$ cat config.mk
export PLATFORM = sky130hd
export DESIGN_NAME = gf_mul_seq
export DESIGN_NICKNAME = d
export VERILOG_FILES = /design/src/rtl/gf_mul_seq.sv
export SDC_FILE = /design/constraint.sdc
export NUM_CORES = 1
export LEC_CHECK = 0
export CORE_ASPECT_RATIO = 0.75
export CORE_MARGIN = 5
export CORE_UTILIZATION = 25
export CTS_CLUSTER_DIAMETER = 120
export DETAILED_ROUTE_END_ITERATION = 8
export RECOVER_POWER = 50
export SLEW_MARGIN = 20
export SYNTH_ARGS = -nofsm -noshare
export SYNTH_HDL_FRONTEND = slang
export SYNTH_SLANG_ARGS = --single-unit
$ cat constraint.sdc
create_clock -name clk -period 1.43 [get_ports clk]
set_input_delay 0.2145 -clock clk [delete_from_list [all_inputs] [get_ports clk]]
set_output_delay 0.2145 -clock clk [all_outputs]
set_load 0.02 [all_outputs]
$ cat src/rtl/gf_mul_seq.sv
// gf_mul_seq: iterative GF(2^WIDTH) multiplier, LANES lanes under one controller.
//
// Each lane runs an interleaved shift-and-add multiply: per step the
// multiplicand is conditionally folded into the accumulator, then advanced by
// xtime, while the multiplier shifts right.  STEPS steps are chained per BUSY
// cycle, so an operation takes N = WIDTH/STEPS BUSY cycles regardless of data.
// STEPS must divide WIDTH.
//
// Ports:
//   clk        rising-edge clock
//   rst        synchronous active-high reset
//   in_valid   operands valid          in_ready   block can accept operands
//   in_a       LANES*WIDTH multiplicands, lane i at [i*WIDTH +: WIDTH]
//   in_b       LANES*WIDTH multipliers, same packing
//   out_valid  products valid          out_ready  consumer accepts products
//   out_p      LANES*WIDTH products, same packing

module gf_mul_lane #(
    parameter int              WIDTH = 8,
    parameter logic [WIDTH-1:0] POLY = 8'h1B,
    parameter int              STEPS = 1
) (
    input  logic             clk,
    input  logic             rst,
    input  logic             load,     // capture operands, clear accumulator
    input  logic             step,     // perform STEPS multiply steps
    input  logic             last,     // final BUSY cycle: publish product
    input  logic [WIDTH-1:0] a,
    input  logic [WIDTH-1:0] b,
    output logic [WIDTH-1:0] p
);
    logic [WIDTH-1:0] a_reg, b_reg, acc;
    logic [WIDTH-1:0] a_nxt, b_nxt, acc_nxt;

    // STEPS chained shift-and-add steps within one cycle.
    always_comb begin
        a_nxt   = a_reg;
        b_nxt   = b_reg;
        acc_nxt = acc;
        for (int s = 0; s < STEPS; s++) begin
            if (b_nxt[0])
                acc_nxt = acc_nxt ^ a_nxt;
            a_nxt = {a_nxt[WIDTH-2:0], 1'b0} ^ (a_nxt[WIDTH-1] ? POLY : '0);
            b_nxt = b_nxt >> 1;
        end
    end

    always_ff @(posedge clk) begin
        if (rst) begin
            a_reg <= '0;
            b_reg <= '0;
            acc   <= '0;
            p     <= '0;
        end else if (load) begin
            a_reg <= a;
            b_reg <= b;
            acc   <= '0;
        end else if (step) begin
            a_reg <= a_nxt;
            b_reg <= b_nxt;
            acc   <= acc_nxt;
            // The product is taken from this cycle's result so out_p is
            // ready on the same edge out_valid rises.
            if (last)
                p <= acc_nxt;
        end
    end
endmodule

module gf_mul_seq #(
    parameter int              WIDTH = 8,
    parameter logic [WIDTH-1:0] POLY = 8'h1B,
    parameter int              STEPS = 1,
    parameter int              LANES = 4
) (
    input  logic                   clk,
    input  logic                   rst,
    input  logic                   in_valid,
    output logic                   in_ready,
    input  logic [LANES*WIDTH-1:0] in_a,
    input  logic [LANES*WIDTH-1:0] in_b,
    output logic                   out_valid,
    input  logic                   out_ready,
    output logic [LANES*WIDTH-1:0] out_p
);
    localparam int N  = WIDTH / STEPS;
    localparam int CW = $clog2(N + 1);

    typedef enum logic [1:0] {IDLE, BUSY, DONE} state_t;

    state_t        state;
    logic [CW-1:0] cnt;
    logic          load, step, last;

    // in_ready is only ever high in IDLE, so it doubles as the accept qualifier.
    assign load = (state == IDLE) && in_valid;
    assign step = (state == BUSY);
    assign last = step && (cnt == CW'(1));

    always_ff @(posedge clk) begin
        if (rst) begin
            state     <= IDLE;
            cnt       <= '0;
            in_ready  <= 1'b1;
            out_valid <= 1'b0;
        end else begin
            case (state)
                IDLE: begin
                    if (in_valid) begin
                        state    <= BUSY;
                        cnt      <= CW'(N);
                        in_ready <= 1'b0;
                    end
                end
                BUSY: begin
                    cnt <= cnt - CW'(1);
                    if (cnt == CW'(1)) begin
                        state     <= DONE;
                        out_valid <= 1'b1;
                    end
                end
                DONE: begin
                    if (out_ready) begin
                        state     <= IDLE;
                        out_valid <= 1'b0;
                        in_ready  <= 1'b1;
                    end
                end
                default: begin
                    state     <= IDLE;
                    cnt       <= '0;
                    in_ready  <= 1'b1;
                    out_valid <= 1'b0;
                end
            endcase
        end
    end

    for (genvar i = 0; i < LANES; i++) begin : g_lane
        gf_mul_lane #(
            .WIDTH (WIDTH),
            .POLY  (POLY),
            .STEPS (STEPS)
        ) u_lane (
            .clk  (clk),
            .rst  (rst),
            .load (load),
            .step (step),
            .last (last),
            .a    (in_a[i*WIDTH +: WIDTH]),
            .b    (in_b[i*WIDTH +: WIDTH]),
            .p    (out_p[i*WIDTH +: WIDTH])
        );
    end
endmodule

==> impl_metrics.csv, run 1 <==
group,metric,value,unit
synthesis,netlist_area,6420,um^2
detailed_routing,ant_nets,0,
critical_path,crit_path_max_fanout,6,
synthesis,netlist_instances,668,
synthesis,seq_area_frac_synth,42.4,%
status,violations,"setup timing",
job,cap_violations,0,
worst_hold_path,min_from,"rst",
timing,holdWs,0.110,ns
synthesis,yosys-top-cells-count,"dfxtp_1 (136), a211oi_2 (78), nor2_1 (68), a21oi_1 (63), xor2_1 (45)",
detailed_routing,vias,5362,
grt,grt_pass1_vias,5126,
die,rows,50,
finish,synthToLayoutAreaGrowth,37.7,%
clocking,h-tree-depth,4,
synthesis,ys_async_sr_fraction,0,%
critical_path,reg2reg_from,"cnt[1]$_SDFFE_PP0P_",
detailed_routing,drc,0,
timing,drv_slew,0,
synthesis,synthTopCellsByArea,"dfxtp_1 (42%), a211oi_2 (15%), xor2_1 (6.1%), a21oi_1 (4.9%), o22ai_1 (4.1%)",
power,peakVddDrop,0.741,mV
clocking,clk_latency,0.42,ns
clocking,cts_inserted_buffers,17,
placed_design,gp_congestion,0.754,
worst_hold_path,holdCritPathClass,"input pin to register",
critical_path,cp-startpoint,"cnt[1]$_SDFFE_PP0P_",
placed_design,dp.cells,1087,
die,die_width,195,um
synthesis,synth_cell_types,38,
grt,grt.total_usage,12.2,%
detailed_routing,viasPerCell,4.75,
status,outcome,"complete, but fails checks",
timing,timing.final.ws_setup,-0.0526,ns
grt,antenna_found_initial,2,
placed_design,hpwlAfterDp,12600,um
critical_path,cp-end-kind,"register",
die,die_y,149,um
timing,worst_pin_slew,0.509,ns
synthesis,ys_ff_latch,136,
synthesis,yosysMostFrequentCell,"dfxtp_1",
synthesis,synth_top_area_share,42.4,%
clocking,clk_path_buf_depth,2,
synthesis,synth_top_cell_by_area,"dfxtp_1",
grt,grt_overflow_total,0,
synthesis,synth.yosys.warnings,0,
critical_path,crit_required,1.77,ns
critical_path,worst_setup_path_start_kind,"register",
die,start_util,25.5,%
clocking,clock-sinks,136,
finish,fin_cells,1128,
timing,setup_viol,43,
timing,max_freq,674,MHz
timing,hold_violations,0,
timing,relSlewSlack,66.0,%
grt,grt_max_degree,77,
die,die_area,29000,um^2
clocking,clk_pin_slew,0.06,ns
critical_path,arrival,1.82,ns
detailed_routing,totalWireLength,19000,um
finish,drive_gt1_share,27.6,%
detailed_routing,first_iter_violations,289,
detailed_routing,wire_per_inst,16.9,um
grt,grt_pass1_wl,28400,um
timing,rsz0062_at_grt,"yes",
power,p_per_area,1230,nW/um^2
placed_design,io_buffers,101,
critical_path,critPathKind,"register to register",
clocking,cts_tree,"done",
detailed_routing,firstDrtPassIters,5,
die,ios,102,
timing,fin_skew,0.00897,ns
synthesis,synth.avg_cell_area,9.61,um^2
finish,antenna_cells,0,
timing,fin_crit_sh,104,%
clocking,hold_buffers,0,
timing,period_minus_slack,1.48,ns
finish,fin_nets,848,
synthesis,synth-main-ff-cell,"dfxtp_1",
clocking,cts-root-buf,"clkbuf_16",
power,power.leakage,3.23,nW
synthesis,synth_edf_count,0,
die,coreArea,25100,um^2
synthesis,syn-num-nets,738,
[layout by cell type, fill, tap and decap left out, types with 3 or more instances in the layout]
| master | synthesis | layout |
|---|---|---|
| dlygate4sd2_1 | 0 | 34 |
| xor2_1 | 45 | 45 |
| o21ai_0 | 33 | 33 |
| buf_6 | 11 | 4 |
| clkbuf_16 | 0 | 22 |
| dfxtp_2 | 0 | 3 |
| or3_1 | 32 | 32 |
| nor2_1 | 68 | 68 |
| a21oi_1 | 63 | 50 |
| a211oi_1 | 3 | 3 |
| a21oi_2 | 5 | 17 |
| buf_12 | 0 | 14 |
| clkdlybuf4s50_1 | 0 | 66 |
| nand2_1 | 34 | 34 |
| nor3_1 | 14 | 14 |
| o22ai_2 | 18 | 18 |
| a22oi_1 | 4 | 4 |
| dfxtp_1 | 136 | 132 |
| bufinv_16 | 0 | 4 |
| buf_4 | 9 | 34 |
| a211oi_2 | 78 | 78 |
| inv_2 | 1 | 3 |
| o22ai_1 | 42 | 42 |
[stage by stage]
step	TNS (ns)	power [mW]	utilization [%]	instance area (um^2)	worst slack (ns)
6_report	-0.952	10.9	35.2	8840	-0.0526
5_1_grt	-3.86	11.3	35.2	8840	-0.104
4_1_cts	-0.0703	10.8	34.1	8590	-0.0165
3_5_place_dp	-17.11	6.12	31.7	7980	-0.197
3_3_place_gp	-15.13	6.10	31.7	7980	-0.186
2_1_floorplan	0	5.46	-	6420	0.0232
[kinds of logic (layout without fill, tap and decap cells)]
logic type | Yosys count | count (layout) | share of synthesized area (%)
xor+xnor | 45 | 45 | 6.14
flops | 136 | 136 | 42.4
fa+ha+maj | 2 | 2 | 0.390
simple gates | 160 | 160 | 11.9
compound gates | 253 | 253 | 32.6
buf+inv | 72 | 194 | 6.55
[worst max-delay path: stages (launching register included)]
cell      delay, ns
dfxtp_2        0.32
inv_2          0.07
ha_4           0.12
nor3b_4        0.28
buf_6          0.22
buf_6          0.14
a21oi_1        0.08
a211oi_2       0.18
[cell type report]
cell class | count | area, um^2
clock inverters | 11 | 171
clock buffers | 20 | 457
fillers | 2560 | 16300
inverters | 5 | 18.8
repair buffers | 158 | 1680
flip-flops and latches | 136 | 2730
multi-input cells | 460 | 3360
well taps | 338 | 423
[worst paths after layout]
path,to,slack (ns),cells past startpoint
setup / recovery,g_lane[2].u_lane.p[4]$_SDFFE_PP0P_,-0.05,7
hold / removal,g_lane[2].u_lane.a_reg[6]$_SDFFE_PP0P_,0.11,2
setup reg to reg,g_lane[2].u_lane.p[4]$_SDFFE_PP0P_,-0.05,7
hold reg to reg,g_lane[3].u_lane.acc[2]$_SDFFE_PP0P_,0.49,2
[metal layers]
metal	share of wire [%]	up-vias	wire [um]	track usage (%)
met2	43	113	8120	17.3
met1	52	2574	9990	18.1
met3	4.1	11	778	3.61
met4	0.53	4	101	2.51
met5	0.21	-	40	0
li1	-	2660	-	-
[timing repair]
action / in CTS / in global routing
resized for setup: 40 / 24
cloned: 0 / 7
endpoints found under the setup margin: 74 / 76
buffers inserted: 1 / 2
pin swaps: 0 / 30
[power by group]
group | leakage [nW] | total (mW) | internal [mW] | switching, mW
Combinational | 1.81 | 1.89 | 0.904 | 0.982
Sequential | 1.12 | 4.27 | 4.05 | 0.224
Clock | 0.302 | 4.70 | 3.01 | 1.70
No activity file was read; power rests on OpenSTA's default activity.
==> run 2: changes to the inputs <==
- SETUP_SLACK_MARGIN: default -> 0.4
- SLEW_MARGIN: 20 -> 5
==> impl_metrics.csv, run 2 (synthesized netlist as in run 1, its figures left out) <==
group,metric,value,unit
finish,fin_nets,911,
critical_path,rr_worst_depth,7,
finish,seqCellArea,2740,um^2
power,p_per_area,1050,nW/um^2
die,start_util,25.5,%
finish,multi_input_area,4520,um^2
worst_hold_path,min_path_cells,2,
critical_path,slowest_stage,"dfxtp_2",
detailed_routing,firstDrtPassIters,5,
die,ios,102,
timing,setup_viol,30,
clocking,cts_inserted_buffers,17,
placed_design,gp_congestion,0.767,
job,cap_violations,0,
grt,grt_max_degree,37,
grt,grt_pass1_vias,5825,
clocking,clock-sinks,136,
grt,antenna_found_initial,1,
status,violations,"setup timing",
power,peakVddDrop,0.644,mV
critical_path,arrival,1.85,ns
critical_path,critPathKind,"register to register",
timing,period_minus_slack,1.50,ns
timing,worst_pin_slew,0.361,ns
critical_path,crit_chain,"inv_2 > ha_4 > nor3b_4 > buf_6 > clkbuf_16 > a21oi_1 > a211oi_2",
timing,rsz0062_at_grt,"yes",
clocking,cts-root-buf,"clkbuf_16",
status,outcome,"complete, but fails checks",
finish,antenna_cells,0,
grt,grt_pass1_wl,33100,um
finish,synthToLayoutAreaGrowth,70.7,%
timing,fin_skew,0.0123,ns
detailed_routing,viasPerCell,4.84,
power,power.leakage,3.82,nW
finish,final_area,11000,um^2
grt,top_usage_layer,"met2",
grt,grt_overflow_total,0,
clocking,h-tree-depth,4,
detailed_routing,ant_nets,0,
finish,fillerInstances,2329,
worst_hold_path,holdCritPathClass,"input pin to register",
critical_path,crit_path_max_fanout,7,
timing,relSlewSlack,75.7,%
detailed_routing,totalWireLength,22700,um
grt,use_met3,3.88,%
critical_path,cp-end-kind,"register",
timing,hold_violations,0,
grt,grt.total_usage,14.2,%
critical_path,worst_setup_path_start_kind,"register",
critical_path,cpPeakStageDelay,0.32,ns
finish,drive_gt1_share,57.0,%
timing,drv_slew,0,
critical_path,crit_required,1.78,ns
placed_design,post-place-ws,-0.262,ns
placed_design,dp.cells,1087,
finish,final_cell_mix,"dfxtp_1 (128), a211oi_2 (80), clkdlybuf4s50_1 (66)",
placed_design,io_buffers,101,
finish,final_common_cell,"dfxtp_1",
placed_design,hpwlAfterDp,13000,um
grt,grt.met1_usage,20.1,%
detailed_routing,drc,0,
timing,max_freq,669,MHz
critical_path,critical_path.top_delay_family,"buffers and inverters",
die,die_width,195,um
critical_path,crit_cells,7,
detailed_routing,vias,5767,
clocking,clk_pin_slew,0.07,ns
timing,timing.final.ws_setup,-0.0654,ns
timing,fin_crit_sh,105,%
critical_path,cp_num_buf_inv,3,
die,coreArea,25100,um^2
die,die_y,149,um
clocking,cts_tree,"done",
detailed_routing,first_iter_violations,290,
grt,grt_util_met2,21.5,%
detailed_routing,wire_per_inst,19.0,um
clocking,clk_latency,0.43,ns
placed_design,dpl_cell_area,8470,um^2
die,die_area,29000,um^2
clocking,clk_path_buf_depth,2,
power,total_power,11.5,mW
die,rows,50,
finish,fin_cells,1192,
-- run 2: what timing repair did --
action | in CTS | in global routing
endpoints found under the setup margin | 169 | 170
gates cloned | 14 | 9
pin swaps | 39 | 108
gates resized for setup | 303 | 165
hold buffers | 0 | 0
setup buffers | 27 | 23
-- run 2: area by class of cell --
| type | count | area share, % |
|---|---|---|
| Clock buffer | 17 | 3.88 |
| Clock inverter | 15 | 1.19 |
| Inverter | 5 | 0.217 |
| Multi-Input combinational cell | 462 | 41.2 |
| Sequential cell | 136 | 25.0 |
| Tap cell | 338 | 3.86 |
| Timing Repair Buffer | 219 | 24.7 |
-- run 2: worst paths after layout --
kind | to | slack, ns | start
max | g_lane[0].u_lane.p[5]$_SDFFE_PP0P_ | -0.07 | cnt[1]$_SDFFE_PP0P_
min | g_lane[0].u_lane.b_reg[1]$_SDFFE_PP0P_ | 0.19 | rst
max reg2reg | g_lane[0].u_lane.p[5]$_SDFFE_PP0P_ | -0.07 | cnt[1]$_SDFFE_PP0P_
min reg2reg | g_lane[2].u_lane.b_reg[3]$_SDFFE_PP0P_ | 0.49 | g_lane[2].u_lane.b_reg[3]$_SDFFE_PP0P_
-- run 2: routing by layer --
metal	vias up	share of wire (%)	wire length, um
met5	-	0.049	11
met4	2	1.9	431
met3	33	3.8	852
met2	104	46	10400
met1	2819	48	10900
li1	2809	-	-
-- run 2: through the flow --
step                setup TNS (ns)  hold WS, ns  util, %
global placement            -15.85        0.479     33.7
CTS                              0        0.163     39.8
finish                      -0.721        0.188     43.6
floorplan                        0        0.363        -
detailed placement          -20.56        0.479     33.7
global route                 -5.42        0.191     43.6
-- run 2: where the power goes --
group,internal [mW],leakage [nW],switching [mW]
clock,2.30,0.281,1.94
combinational,1.53,2.42,1.35
sequential,4.05,1.12,0.345
==> run 3: changes to the inputs <==
- SETUP_SLACK_MARGIN: 0.4 -> 0.5
==> impl_metrics.csv, run 3 (synthesized netlist as in run 1, its figures left out) <==
group,metric,value,unit
detailed_routing,viasPerCell,4.82,
die,start_util,25.5,%
status,violations,"setup timing",
critical_path,critical_path.top_delay_family,"buffers and inverters",
placed_design,post-place-ws,-0.309,ns
finish,final_cell_mix,"dfxtp_1 (117), a211oi_2 (79), clkdlybuf4s50_1 (66)",
clocking,clock-sinks,136,
grt,grt_pass1_vias,5770,
placed_design,dpl_cell_area,8510,um^2
critical_path,crit_required,1.76,ns
die,ios,102,
finish,synthToLayoutAreaGrowth,74.5,%
power,internal_power,8.14,mW
critical_path,critPathKind,"register to register",
power,switchingPower,3.64,mW
placed_design,hpwlAfterDp,12700,um
grt,antenna_found_initial,2,
critical_path,crit_path_max_fanout,6,
timing,rsz0062_at_grt,"yes",
clocking,clk_pin_slew,0.06,ns
grt,grt.total_usage,14.3,%
die,die_width,195,um
critical_path,crit_chain,"inv_2 > ha_4 > nor3b_4 > buf_6 > clkbuf_16 > a21oi_1 > a211oi_2",
timing,max_freq,659,MHz
power,power.leakage,3.87,nW
critical_path,cp_num_buf_inv,3,
timing,fin_skew,0.00754,ns
placed_design,gp_congestion,0.767,
power,clockPowerShare,36.8,%
die,rows,50,
status,outcome,"complete, but fails checks",
detailed_routing,firstDrtPassIters,5,
detailed_routing,totalWireLength,21900,um
die,die_y,149,um
power,swShare,30.9,%
grt,grt_overflow_total,0,
worst_hold_path,holdCritPathClass,"input pin to register",
clocking,cts-root-buf,"clkbuf_16",
clocking,clk_latency,0.43,ns
grt,grt_max_degree,33,
timing,worst_pin_slew,0.393,ns
clocking,cts_inserted_buffers,17,
detailed_routing,ant_nets,0,
clocking,cts_tree,"done",
finish,fin_util,44.6,%
critical_path,worst_setup_path_start_kind,"register",
placed_design,io_buffers,101,
clocking,clk_path_buf_depth,2,
timing,drv_slew,0,
finish,fin_nets,911,
critical_path,cpPeakStageDelay,0.33,ns
power,combPwrFrac,25.9,%
finish,final_common_cell,"dfxtp_1",
power,p_per_area,1050,nW/um^2
detailed_routing,first_iter_violations,248,
critical_path,slowest_stage,"dfxtp_2",
finish,antenna_cells,0,
critical_path,cp-end-kind,"register",
detailed_routing,wire_per_inst,18.4,um
timing,timing.final.ws_setup,-0.0881,ns
die,die_area,29000,um^2
clocking,h-tree-depth,4,
timing,hold_violations,0,
finish,drive_gt1_share,56.3,%
timing,period_minus_slack,1.52,ns
die,coreArea,25100,um^2
timing,relSlewSlack,73.8,%
detailed_routing,vias,5746,
finish,final_area,11200,um^2
timing,fin_crit_sh,106,%
power,p_seq_share,37.4,%
job,cap_violations,0,
critical_path,arrival,1.85,ns
detailed_routing,drc,0,
power,peakVddDrop,0.673,mV
grt,grt_pass1_wl,33300,um
clocking,hold_buffers,0,
timing,setup_viol,23,
## run 3: cell types whose count changed in the layout (fill, tap and decap cells not counted), sizes merged, moves of 2 or more
cell | previous run | this run
buf | 143 | 148
clkbuf | 27 | 23
clkinvlp | 0 | 2
inv | 16 | 14
## run 3: stage by stage
stage               TNS [ns]  hold WS (ns)  cells  power [mW]
finish                -0.548         0.219   1192        11.8
global route           -4.02         0.214   1192        12.3
CTS                   -0.156         0.182   1174        11.6
detailed placement    -22.87         0.474   1089        6.39
global placement      -20.81         0.471   1089        6.37
floorplan                  0         0.359    668        5.76
## run 3: cell type report
| class | count | area, um^2 |
|---|---|---|
| fill | 2370 | 13900 |
| multi-input combinational | 461 | 4610 |
| timing repair buffer | 219 | 2810 |
| sequential | 136 | 2760 |
| clock buffer | 18 | 429 |
| tap | 338 | 423 |
| clock inverter | 14 | 136 |
| inverter | 5 | 32.5 |
| timing repair inverter | 1 | 11.3 |
## run 3: power by group through the flow
stage	Clock, mW	Combinational [mW]	Sequential (mW)
floorplan	0	1.40	4.36
global placement	0	1.97	4.40
detailed placement	0	1.98	4.40
CTS	4.42	2.84	4.39
global route	4.61	3.23	4.44
finish	4.33	3.05	4.40
## run 3: final timing paths
| path | slack, ns | start | endpoint | cells after the start |
|---|---|---|---|---|
| max | -0.09 | cnt[1]$_SDFFE_PP0P_ | g_lane[2].u_lane.p[6]$_SDFFE_PP0P_ | 7 |
| min | 0.22 | rst | g_lane[2].u_lane.a_reg[5]$_SDFFE_PP0P_ | 2 |
| max reg2reg | -0.09 | cnt[1]$_SDFFE_PP0P_ | g_lane[2].u_lane.p[6]$_SDFFE_PP0P_ | 7 |
| min reg2reg | 0.50 | g_lane[3].u_lane.acc[0]$_SDFFE_PP0P_ | g_lane[3].u_lane.acc[0]$_SDFFE_PP0P_ | 2 |
## run 3: worst register-to-register path: stages, from the launching register on
cell and delay [ns]:
dfxtp_2 0.33, inv_2 0.08, ha_4 0.12, nor3b_4 0.27, buf_6 0.21, clkbuf_16 0.17
a21oi_1 0.08, a211oi_2 0.18
## run 3: repair_timing
| item | 4_1_cts | 5_1_grt |
|---|---|---|
| endpoints found under the hold margin | 0 | 0 |
| gates cloned | 18 | 5 |
| resized for setup | 396 | 52 |
| setup endpoints to repair | 170 | 170 |
| setup buffers | 35 | 13 |
| pin swaps | 103 | 90 |
## run 3: layer usage
layer	up-vias	share of wire [%]	global-route usage, %
met2	121	46	21.0
li1	2796	-	-
met5	-	0.096	0
met1	2801	49	20.9
met3	24	3.5	3.61
met4	4	1.3	3.87
